[config.mk]
export PLATFORM = sky130hd
export DESIGN_NAME = apb_bridge_ctrl
export DESIGN_NICKNAME = d
export VERILOG_FILES = /design/src/rtl/apb_bridge_pkg.sv /design/src/rtl/apb_addr_decoder.sv /design/src/rtl/apb_bridge_ctrl.sv
export SDC_FILE = /design/constraint.sdc
export NUM_CORES = 1
export LEC_CHECK = 0
export CAP_MARGIN = 25
export CORE_ASPECT_RATIO = 0.5
export CORE_MARGIN = 2
export CORE_UTILIZATION = 38
export DETAILED_ROUTE_END_ITERATION = 10
export MAX_ROUTING_LAYER = met4
export PLACE_DENSITY = 0.77
export SYNTH_ARGS = -nofsm -noshare
export SYNTH_HDL_FRONTEND = slang
export SYNTH_HIERARCHICAL = 1
export SYNTH_SLANG_ARGS = --single-unit
[constraint.sdc]
create_clock -name PCLK -period 4.1 [get_ports PCLK]
set_input_delay 1.23 -clock PCLK [delete_from_list [all_inputs] [get_ports PCLK]]
set_output_delay 1.23 -clock PCLK [all_outputs]
set_load 0.01 [all_outputs]
[src/rtl/apb_bridge_pkg.sv]
// apb_bridge_pkg: shared types and default address map for the APB bridge controller
package apb_bridge_pkg;

    typedef enum logic [1:0] {IDLE, SETUP, ACCESS, DONE} state_t;
    typedef enum logic [1:0] {SLV_NONE, SLV_UART, SLV_GPIO} slv_t;

    localparam logic [31:0] UART_BASE_DEF   = 32'h0000_1000;
    localparam logic [31:0] GPIO_BASE_DEF   = 32'h0000_2000;
    localparam int          REGION_BITS_DEF = 12;

endpackage

[src/rtl/apb_addr_decoder.sv]
// apb_addr_decoder: maps a byte address to the APB slave whose region it hits
module apb_addr_decoder
    import apb_bridge_pkg::*;
#(
    parameter logic [31:0] UART_BASE   = UART_BASE_DEF,
    parameter logic [31:0] GPIO_BASE   = GPIO_BASE_DEF,
    parameter int          REGION_BITS = REGION_BITS_DEF
) (
    input  logic [31:0] addr,
    output slv_t        slv
);

    logic uart_hit;
    logic gpio_hit;

    // Only the bits above the region offset take part; UART wins on overlap
    always_comb begin
        uart_hit = ((addr ^ UART_BASE) >> REGION_BITS) == 32'd0;
        gpio_hit = ((addr ^ GPIO_BASE) >> REGION_BITS) == 32'd0;
        slv      = uart_hit ? SLV_UART : gpio_hit ? SLV_GPIO : SLV_NONE;
    end

endmodule

[src/rtl/apb_bridge_ctrl.sv]
// apb_bridge_ctrl: sequences single host transfers onto the shared UART/GPIO APB bus
module apb_bridge_ctrl
    import apb_bridge_pkg::*;
#(
    parameter logic [31:0] UART_BASE   = UART_BASE_DEF,
    parameter logic [31:0] GPIO_BASE   = GPIO_BASE_DEF,
    parameter int          REGION_BITS = REGION_BITS_DEF,
    parameter int          TIMEOUT     = 16
) (
    input  logic        PCLK,
    input  logic        PRESETn,
    input  logic        req_valid,
    output logic        req_ready,
    input  logic        req_write,
    input  logic [31:0] req_addr,
    input  logic [31:0] req_wdata,
    output logic        rsp_valid,
    output logic        rsp_err,
    output logic [31:0] rsp_rdata,
    output logic [31:0] PADDR,
    output logic [31:0] PWDATA,
    output logic        PWRITE,
    output logic        PENABLE,
    output logic        PSEL_uart,
    output logic        PSEL_gpio,
    input  logic [31:0] PRDATA_uart,
    input  logic [31:0] PRDATA_gpio,
    input  logic        PREADY_uart,
    input  logic        PREADY_gpio
);

    localparam int            CW      = $clog2(TIMEOUT + 1);
    localparam logic [CW-1:0] CNT_MAX = CW'(TIMEOUT - 1);

    state_t        state, state_n;
    slv_t          slv_q, slv_n, dec_slv;
    logic [CW-1:0] cnt, cnt_n;
    logic [31:0]   paddr_n, pwdata_n, rdata_n, prdata_sel;
    logic          pwrite_n, err_n, accept, pready_sel;

    apb_addr_decoder #(
        .UART_BASE  (UART_BASE),
        .GPIO_BASE  (GPIO_BASE),
        .REGION_BITS(REGION_BITS)
    ) u_dec (
        .addr(req_addr),
        .slv (dec_slv)
    );

    assign req_ready  = (state == IDLE) || (state == DONE);
    assign accept     = req_valid && req_ready;
    assign pready_sel = (slv_q == SLV_UART) ? PREADY_uart : PREADY_gpio;
    assign prdata_sel = (slv_q == SLV_UART) ? PRDATA_uart : PRDATA_gpio;

    always_comb begin
        state_n  = state;
        slv_n    = slv_q;
        cnt_n    = cnt;
        paddr_n  = PADDR;
        pwdata_n = PWDATA;
        pwrite_n = PWRITE;
        err_n    = rsp_err;
        rdata_n  = rsp_rdata;
        unique case (state)
            IDLE, DONE: begin
                if (accept) begin
                    paddr_n  = req_addr;
                    pwdata_n = req_wdata;
                    pwrite_n = req_write;
                    slv_n    = dec_slv;
                    state_n  = (dec_slv == SLV_NONE) ? DONE : SETUP;
                    err_n    = (dec_slv == SLV_NONE);
                    rdata_n  = 32'd0;
                end else if (state == DONE) begin
                    state_n = IDLE;
                end
            end
            SETUP: begin
                state_n = ACCESS;
                cnt_n   = '0;
            end
            ACCESS: begin
                // A ready on the final allowed cycle counts as success
                if (pready_sel) begin
                    state_n = DONE;
                    err_n   = 1'b0;
                    rdata_n = PWRITE ? 32'd0 : prdata_sel;
                end else if (cnt == CNT_MAX) begin
                    state_n = DONE;
                    err_n   = 1'b1;
                    rdata_n = 32'd0;
                end else begin
                    cnt_n = cnt + 1'b1;
                end
            end
            default: state_n = IDLE;
        endcase
    end

    // Bus outputs are registered from the next state so they line up with it
    always_ff @(posedge PCLK or negedge PRESETn) begin
        if (!PRESETn) begin
            state     <= IDLE;
            slv_q     <= SLV_NONE;
            cnt       <= '0;
            PADDR     <= 32'd0;
            PWDATA    <= 32'd0;
            PWRITE    <= 1'b0;
            PENABLE   <= 1'b0;
            PSEL_uart <= 1'b0;
            PSEL_gpio <= 1'b0;
            rsp_valid <= 1'b0;
            rsp_err   <= 1'b0;
            rsp_rdata <= 32'd0;
        end else begin
            state     <= state_n;
            slv_q     <= slv_n;
            cnt       <= cnt_n;
            PADDR     <= paddr_n;
            PWDATA    <= pwdata_n;
            PWRITE    <= pwrite_n;
            PENABLE   <= (state_n == ACCESS);
            PSEL_uart <= (state_n == SETUP || state_n == ACCESS) && slv_n == SLV_UART;
            PSEL_gpio <= (state_n == SETUP || state_n == ACCESS) && slv_n == SLV_GPIO;
            rsp_valid <= (state_n == DONE);
            rsp_err   <= err_n;
            rsp_rdata <= rdata_n;
        end
    end

endmodule
==> flow_summary.toml, run 1 <==
[outcome]
outcome = "finished clean"

[detailed_routing]
wire_per_inst_um = 16.67
wl_met3_um = 688
totalWireLength_um = 12200
drtAntennaViolNets = 0
drt-initial-drc-count = 144
dr.max_layer_used = "met4"
viasPerCell = 4.787
wl_met2_um = 6110
drt-pass1-iter-count = 4
remaining_drc_errors = 0
via_count = 3504
met1_length_um = 5189

[critical_path]
reg2reg_slack_ps = 1730
crit_required_ps = 4360
worstReg2RegStart = "slv_q[1]$_DFF_PN0_"
regToRegEndpoint = "rsp_rdata[14]$_DFFE_PN0P_"
crit_type = "input pin to flip-flop"
crit_path_end_kind = "flip-flop"
cp.arrival_ps = 3640
startpoint_type = "input pin"
r2r_cells = 4
cp_max_fo = 4

[timing]
rsz0062_at_grt = "no"
drv_slew = 0
hold_viol = 0
setup_violations = 0
period_share = 0.8240
fin_setup_tns_ps = 0
fin_skew_ps = 7.857
fmax_ghz = 0.2960
whs_ps = 489.4
worst_pin_slew_ps = 888.5
slew_headroom = 0.4054
final.min_clock_period_ps = 3378
setup_ws_ps = 721.6

[pwr]
seq_power_share = 0.354
p_leak_nw = 3.044
power_density_mw_per_mm2 = 675.7
netSwitchingFraction = 0.3185
p_int_mw = 3.479
switching_power_mw = 1.626
combPwrFrac = 0.475
ir_drop_v = 0.0003959
clockPowerShare = 0.171

[global_route]
grt_max_degree = 71
grt_usage = 0.1889
grt_pass1_wl_um = 19700
grt_antenna_before_repair = 0
grt_pass1_vias = 3768
overflow = 0

[yosys]
synth_top_area_cell = "dfrtp_1"
synth_top_family_by_area = "multiplexers"
synth-async-reset-ratio = 1.000
synth_cell_type_count = 37
synth_top_area_frac = 0.5848
yosysWarnings = 6
synth_area_leaders = "dfrtp_1, mux2_2, mux2i_1"
synth_compound_area_frac = 0.08193
synth_area_mm2 = 0.004750
synth-simple-area-share = 0.04505
synth_common_cells = "dfrtp_1, mux2_2, mux2i_1, o2bb2ai_1"
ys_ff_latch = 111
ys.flop_type = "dfrtp_1"
synth_cells = 332
synth_edf_count = 0
syn_avg_cell_area_um2 = 14.31
yosysSeqAreaShare = 0.5848
synth_fa_ha_area_frac = 0.01581
synth_mux_area_frac = 0.2413
synth_nets = 472
synth.most_common_cell = "dfrtp_1"
synth_xor_area_frac = 0.001844

[die]
die_w_um = 162.1
start_util = 0.3953
io_pins = 237
die_y_um = 83.06
core-area_mm2 = 0.01202
row_count = 28
die-area_mm2 = 0.01346

[hold_path]
min_from = "rsp_rdata[19]$_DFFE_PN0P_"
holdPathStages = 1
min_to = "rsp_rdata[19]$_DFFE_PN0P_"
holdCritPathClass = "flip-flop to flip-flop"

[placement]
place_inst = 717
dpl_worst_slack_ps = 334.3
numPortBuffers = 236
gp_congestion = 0.8063
dp_hpwl_um = 9219

[clock_tree]
cts_tree = "done"
cts_hold_buffers = 0
post_cts_resized = 0
cts_root_buf = "clkbuf_16"
clk_latency_ps = 340
cts.clk_slew.worst_paths_ps = 70
cts_setup_buffers = 0
cts_buffers = 9
cts.sinks = 111
clk_path_buf_depth = 2
cts_max_level = 3

[cells_and_area]
utilization = 0.6288
final_net_count = 703
diodes = 0
area_growth_pct = 59.09
drive_gt1_frac = 0.1728
final_cells = 732

[flow_run]
cap_violations = 0
==> cells by family (layout without fill, tap and decap cells) <==
group                    count (synthesis)  count (layout)
flip-flops                             111             111
multiplexers                           104             104
AO/OA/AOI/OAI                           48              48
AND/OR/NAND/NOR                         36              36
buffers and inverters                   26             261
adder cells (fa/ha/maj)                  6               6
XOR/XNOR                                 1               1
==> final cells by class <==
type,instances,area [um^2]
clock inverter,6,68.82
tap,165,206.4
clock buffer,9,225.2
fill,958,4461
inverter,6,22.52
multi-input combinational,195,1841
timing repair buffer,240,2415
sequential,111,2778
==> metal layers <==
layer | vias up | GRT usage
met4 | 0 | 0.04988
met3 | 16 | 0.04745
met1 | 1705 | 0.2204
met5 | - | -
met2 | 101 | 0.3277
li1 | 1682 | -
==> cells in the final DEF (no fill, tap or decap), drive strengths merged, types with 2 or more instances in the layout <==
cell type / instances
a21oi: 5
a22o: 2
buf: 5
clkbuf: 9
clkdlybuf4s50: 235
clkinv: 3
dfrtp: 111
ha: 6
inv: 8
mux2: 71
mux2i: 33
nand2: 6
nand2b: 2
nand3: 5
nand3b: 2
nor2: 6
nor3b: 2
nor4: 5
o21ai: 5
o2bb2ai: 32
==> power groups by stage <==
stage	sequential [mW]	combinational (mW)	clock, mW
after floorplan	2.02	1.01	0
after global placement	1.81	2.42	0
after detailed placement	1.83	2.45	0
after CTS	1.81	2.46	0.899
after global routing	1.87	2.60	0.950
final	1.81	2.43	0.871
==> worst max-delay path, cell delays in order <==
cell and delay, ps:
clkdlybuf4s50_1 440, nor4_1 380, nand3_1 200, nor4_1 500
or2_2 220, nand2_1 50, o21ai_0 80, nand2_1 120
ha_1 310, a21oi_1 120
==> metrics by stage <==
stage / instance area, um^2 / power, mW
after floorplan: 4750 / 3.030
after global placement: 7262 / 4.226
after detailed placement: 7262 / 4.284
after CTS: 7556 / 5.175
after global routing: 7556 / 5.420
final: 7556 / 5.106
==> how the worst max path moves through the flow <==
stage	slack, ps	end	depth (start not counted)	start
after floorplan	1240	PSEL_gpio$_DFF_PN0_	9	req_addr[26]
after global placement	380	PSEL_gpio$_DFF_PN0_	10	req_addr[21]
after detailed placement	330	PSEL_gpio$_DFF_PN0_	10	req_addr[26]
after CTS	680	PSEL_gpio$_DFF_PN0_	10	req_addr[26]
after global routing	550	PSEL_gpio$_DFF_PN0_	10	req_addr[26]
final	720	PSEL_gpio$_DFF_PN0_	10	req_addr[21]
==> flip-flops by register name, summed over array words and instances (netlist names), 2 cells and up <==
signal	flops
cnt	5
PADDR	32
slv_q	2
PWDATA	32
state	2
rsp_rdata	32
(Power assumes the default switching activity.)
==> run 2: changes to the inputs <==
--- a/config.mk
+++ b/config.mk
@@ -8,10 +8,10 @@
 export CAP_MARGIN = 25
 export CORE_ASPECT_RATIO = 0.5
 export CORE_MARGIN = 2
-export CORE_UTILIZATION = 38
+export CORE_UTILIZATION = 36
 export DETAILED_ROUTE_END_ITERATION = 10
 export MAX_ROUTING_LAYER = met4
-export PLACE_DENSITY = 0.77
+export PLACE_DENSITY = 0.76
 export SYNTH_ARGS = -nofsm -noshare
 export SYNTH_HDL_FRONTEND = slang
 export SYNTH_HIERARCHICAL = 1
==> constraint.sdc (replaced) <==
create_clock -name PCLK -period 2.75 [get_ports PCLK]
set_input_delay 0.825 -clock PCLK [delete_from_list [all_inputs] [get_ports PCLK]]
set_output_delay 0.825 -clock PCLK [all_outputs]
set_load 0.01 [all_outputs]
==> run 2 against run 1 <==
Routed wire length rose by 4.5%; cell area rose by 2.2%; first-iteration DRC count fell by 11%; non-clock buffer count rose by 11.
==> flow_summary.toml, run 2 (synthesis gave the netlist of run 1 again) <==
[outcome]
outcome = "finished clean"

[die]
die_w_um = 166.4
row_count = 29
io_pins = 237
core-area_mm2 = 0.01277
die_y_um = 85.22
start_util = 0.3719
die-area_mm2 = 0.01418

[clock_tree]
cts_root_buf = "clkbuf_16"
cts_tree = "done"
cts.clk_slew.worst_paths_ps = 70
cts_buffers = 9
cts_hold_buffers = 0
cts.sinks = 111
clk_latency_ps = 340
cts_max_level = 3
clk_path_buf_depth = 2

[critical_path]
crit_type = "flip-flop to output pin"
cp_max_fo = 7
cp.arrival_ps = 1790
crit_required_ps = 1930
crit_path_end_kind = "output pin"
startpoint_type = "flip-flop"

[pwr]
p_leak_nw = 3.141
power_density_mw_per_mm2 = 1006
ir_drop_v = 0.0004411
finalPower_mw = 7.773

[cells_and_area]
top_regs = "PADDR x32, PWDATA x32, rsp_rdata x32"
area_growth_pct = 62.64
final_net_count = 714
diodes = 0
layout_commonest_cell = "clkdlybuf4s50_1"
drive_gt1_frac = 0.2003
layout_common_cells = "clkdlybuf4s50_1, dfrtp_1, mux2_2, mux2i_1, o2bb2ai_1"

[placement]
dp_hpwl_um = 9785
numPortBuffers = 236
gp_congestion = 0.8121

[global_route]
grt_antenna_before_repair = 0
grt_pass1_vias = 3855
grt_usage = 0.1896
grt_max_degree = 62
grt_pass1_wl_um = 20530
overflow = 0

[detailed_routing]
viasPerCell = 4.794
drt-initial-drc-count = 128
wire_per_inst_um = 17.02
via_count = 3591
drt-pass1-iter-count = 4
remaining_drc_errors = 0
totalWireLength_um = 12750
drtAntennaViolNets = 0

[timing]
period_share = 0.9505
worst_pin_slew_ps = 582.7
fin_skew_ps = 9.416
hold_viol = 0
fmax_ghz = 0.3826
drv_slew = 0
setup_violations = 0
final.min_clock_period_ps = 2614
slew_headroom = 0.6115
fin_setup_tns_ps = 0

[hold_path]
holdCritPathClass = "input pin to asynchronous set/reset pin"

[flow_run]
cap_violations = 0
[run 2: cell types whose count changed in the layout (fill, tap and decap cells not counted), moves of 2 or more]
cell / before / now
nor4_1: 5 / 2
clkdlybuf4s50_1: 235 / 232
dlymetal6s2s_1: 0 / 3
nor4_2: 0 / 2
buf_4: 3 / 13
[run 2: path summary, 6_finish.rpt]
check,startpoint,to,slack (ps),depth (start not counted)
worst min-delay path,PRESETn,PWRITE$_DFFE_PN0P_,460,1
max in group asynchronous,PRESETn,rsp_rdata[12]$_DFFE_PN0P_,1620,2
worst max-delay path,state[0]$_DFF_PN0_,req_ready,140,3
min in group PCLK,rsp_rdata[16]$_DFFE_PN0P_,rsp_rdata[16]$_DFFE_PN0P_,490,1
worst min register to register,rsp_rdata[16]$_DFFE_PN0P_,rsp_rdata[16]$_DFFE_PN0P_,490,1
worst max register to register,cnt[0]$_DFFE_PN0P_,PSEL_gpio$_DFF_PN0_,630,9
[run 2: where the power goes]
group | switching [mW] | total [mW] | internal [mW] | leakage [nW]
registers | 0.361 | 2.70 | 2.34 | 1.36
clock network | 0.591 | 1.33 | 0.737 | 0.153
logic | 1.53 | 3.74 | 2.21 | 1.63
total | 2.48 | 7.77 | 5.29 | 3.14
[run 2: metrics by stage]
stage,hold slack (ps),cells,area (um^2),util,worst slack (ps)
finish,456.8,749,7725,0.6048,136.2
floorplan,484.5,332,4750,-,296.1
global route,503.4,749,7725,0.6048,-28.82
CTS,480.5,749,7675,0.6009,73.17
global placement,470.4,733,7363,0.5765,-349.3
detailed placement,473.2,733,7363,0.5765,-367.9
[run 2: area by class of cell]
cell class,instances,area (um^2)
Clock buffer,10,239.0
Fill cell,1031,5047
Sequential cell,111,2778
Inverter,6,22.52
Multi-Input combinational cell,195,1889
Tap cell,170,212.7
Clock inverter,6,66.31
Timing Repair Buffer,251,2517
[run 2: layer usage]
metal	routed length, um	share of wire	vias up	global-route usage
met1	5237	0.41	1788	0.2190
met3	591	0.046	15	0.04851
met4	180	0.014	0	0.04232
met5	0	0	-	-
li1	-	-	1696	-
met2	6737	0.53	92	0.3373
[run 2: worst max-delay path: stages, from the launching register on]
cell,delay (ps)
dfrtp_1,370
inv_1,50
ha_1,430
clkdlybuf4s50_1,600
[run 2: timing repair]
| action | 4_1_cts | 5_1_grt |
|---|---|---|
| resized for setup | 1 | 11 |
| pin swaps | 0 | 7 |
| setup buffers | 0 | 0 |
| setup endpoints to repair | 1 | 3 |
==> run 3: changes to the inputs <==
--- a/config.mk
+++ b/config.mk
@@ -9,9 +9,11 @@
 export CORE_ASPECT_RATIO = 0.5
 export CORE_MARGIN = 2
 export CORE_UTILIZATION = 36
+export CTS_CLUSTER_SIZE = 20
 export DETAILED_ROUTE_END_ITERATION = 10
 export MAX_ROUTING_LAYER = met4
 export PLACE_DENSITY = 0.76
+export SKIP_LAST_GASP = 1
 export SYNTH_ARGS = -nofsm -noshare
 export SYNTH_HDL_FRONTEND = slang
 export SYNTH_HIERARCHICAL = 1
==> results of run 3 <==
Same layout as run 2: the final DEF is identical, and so are final timing and power.
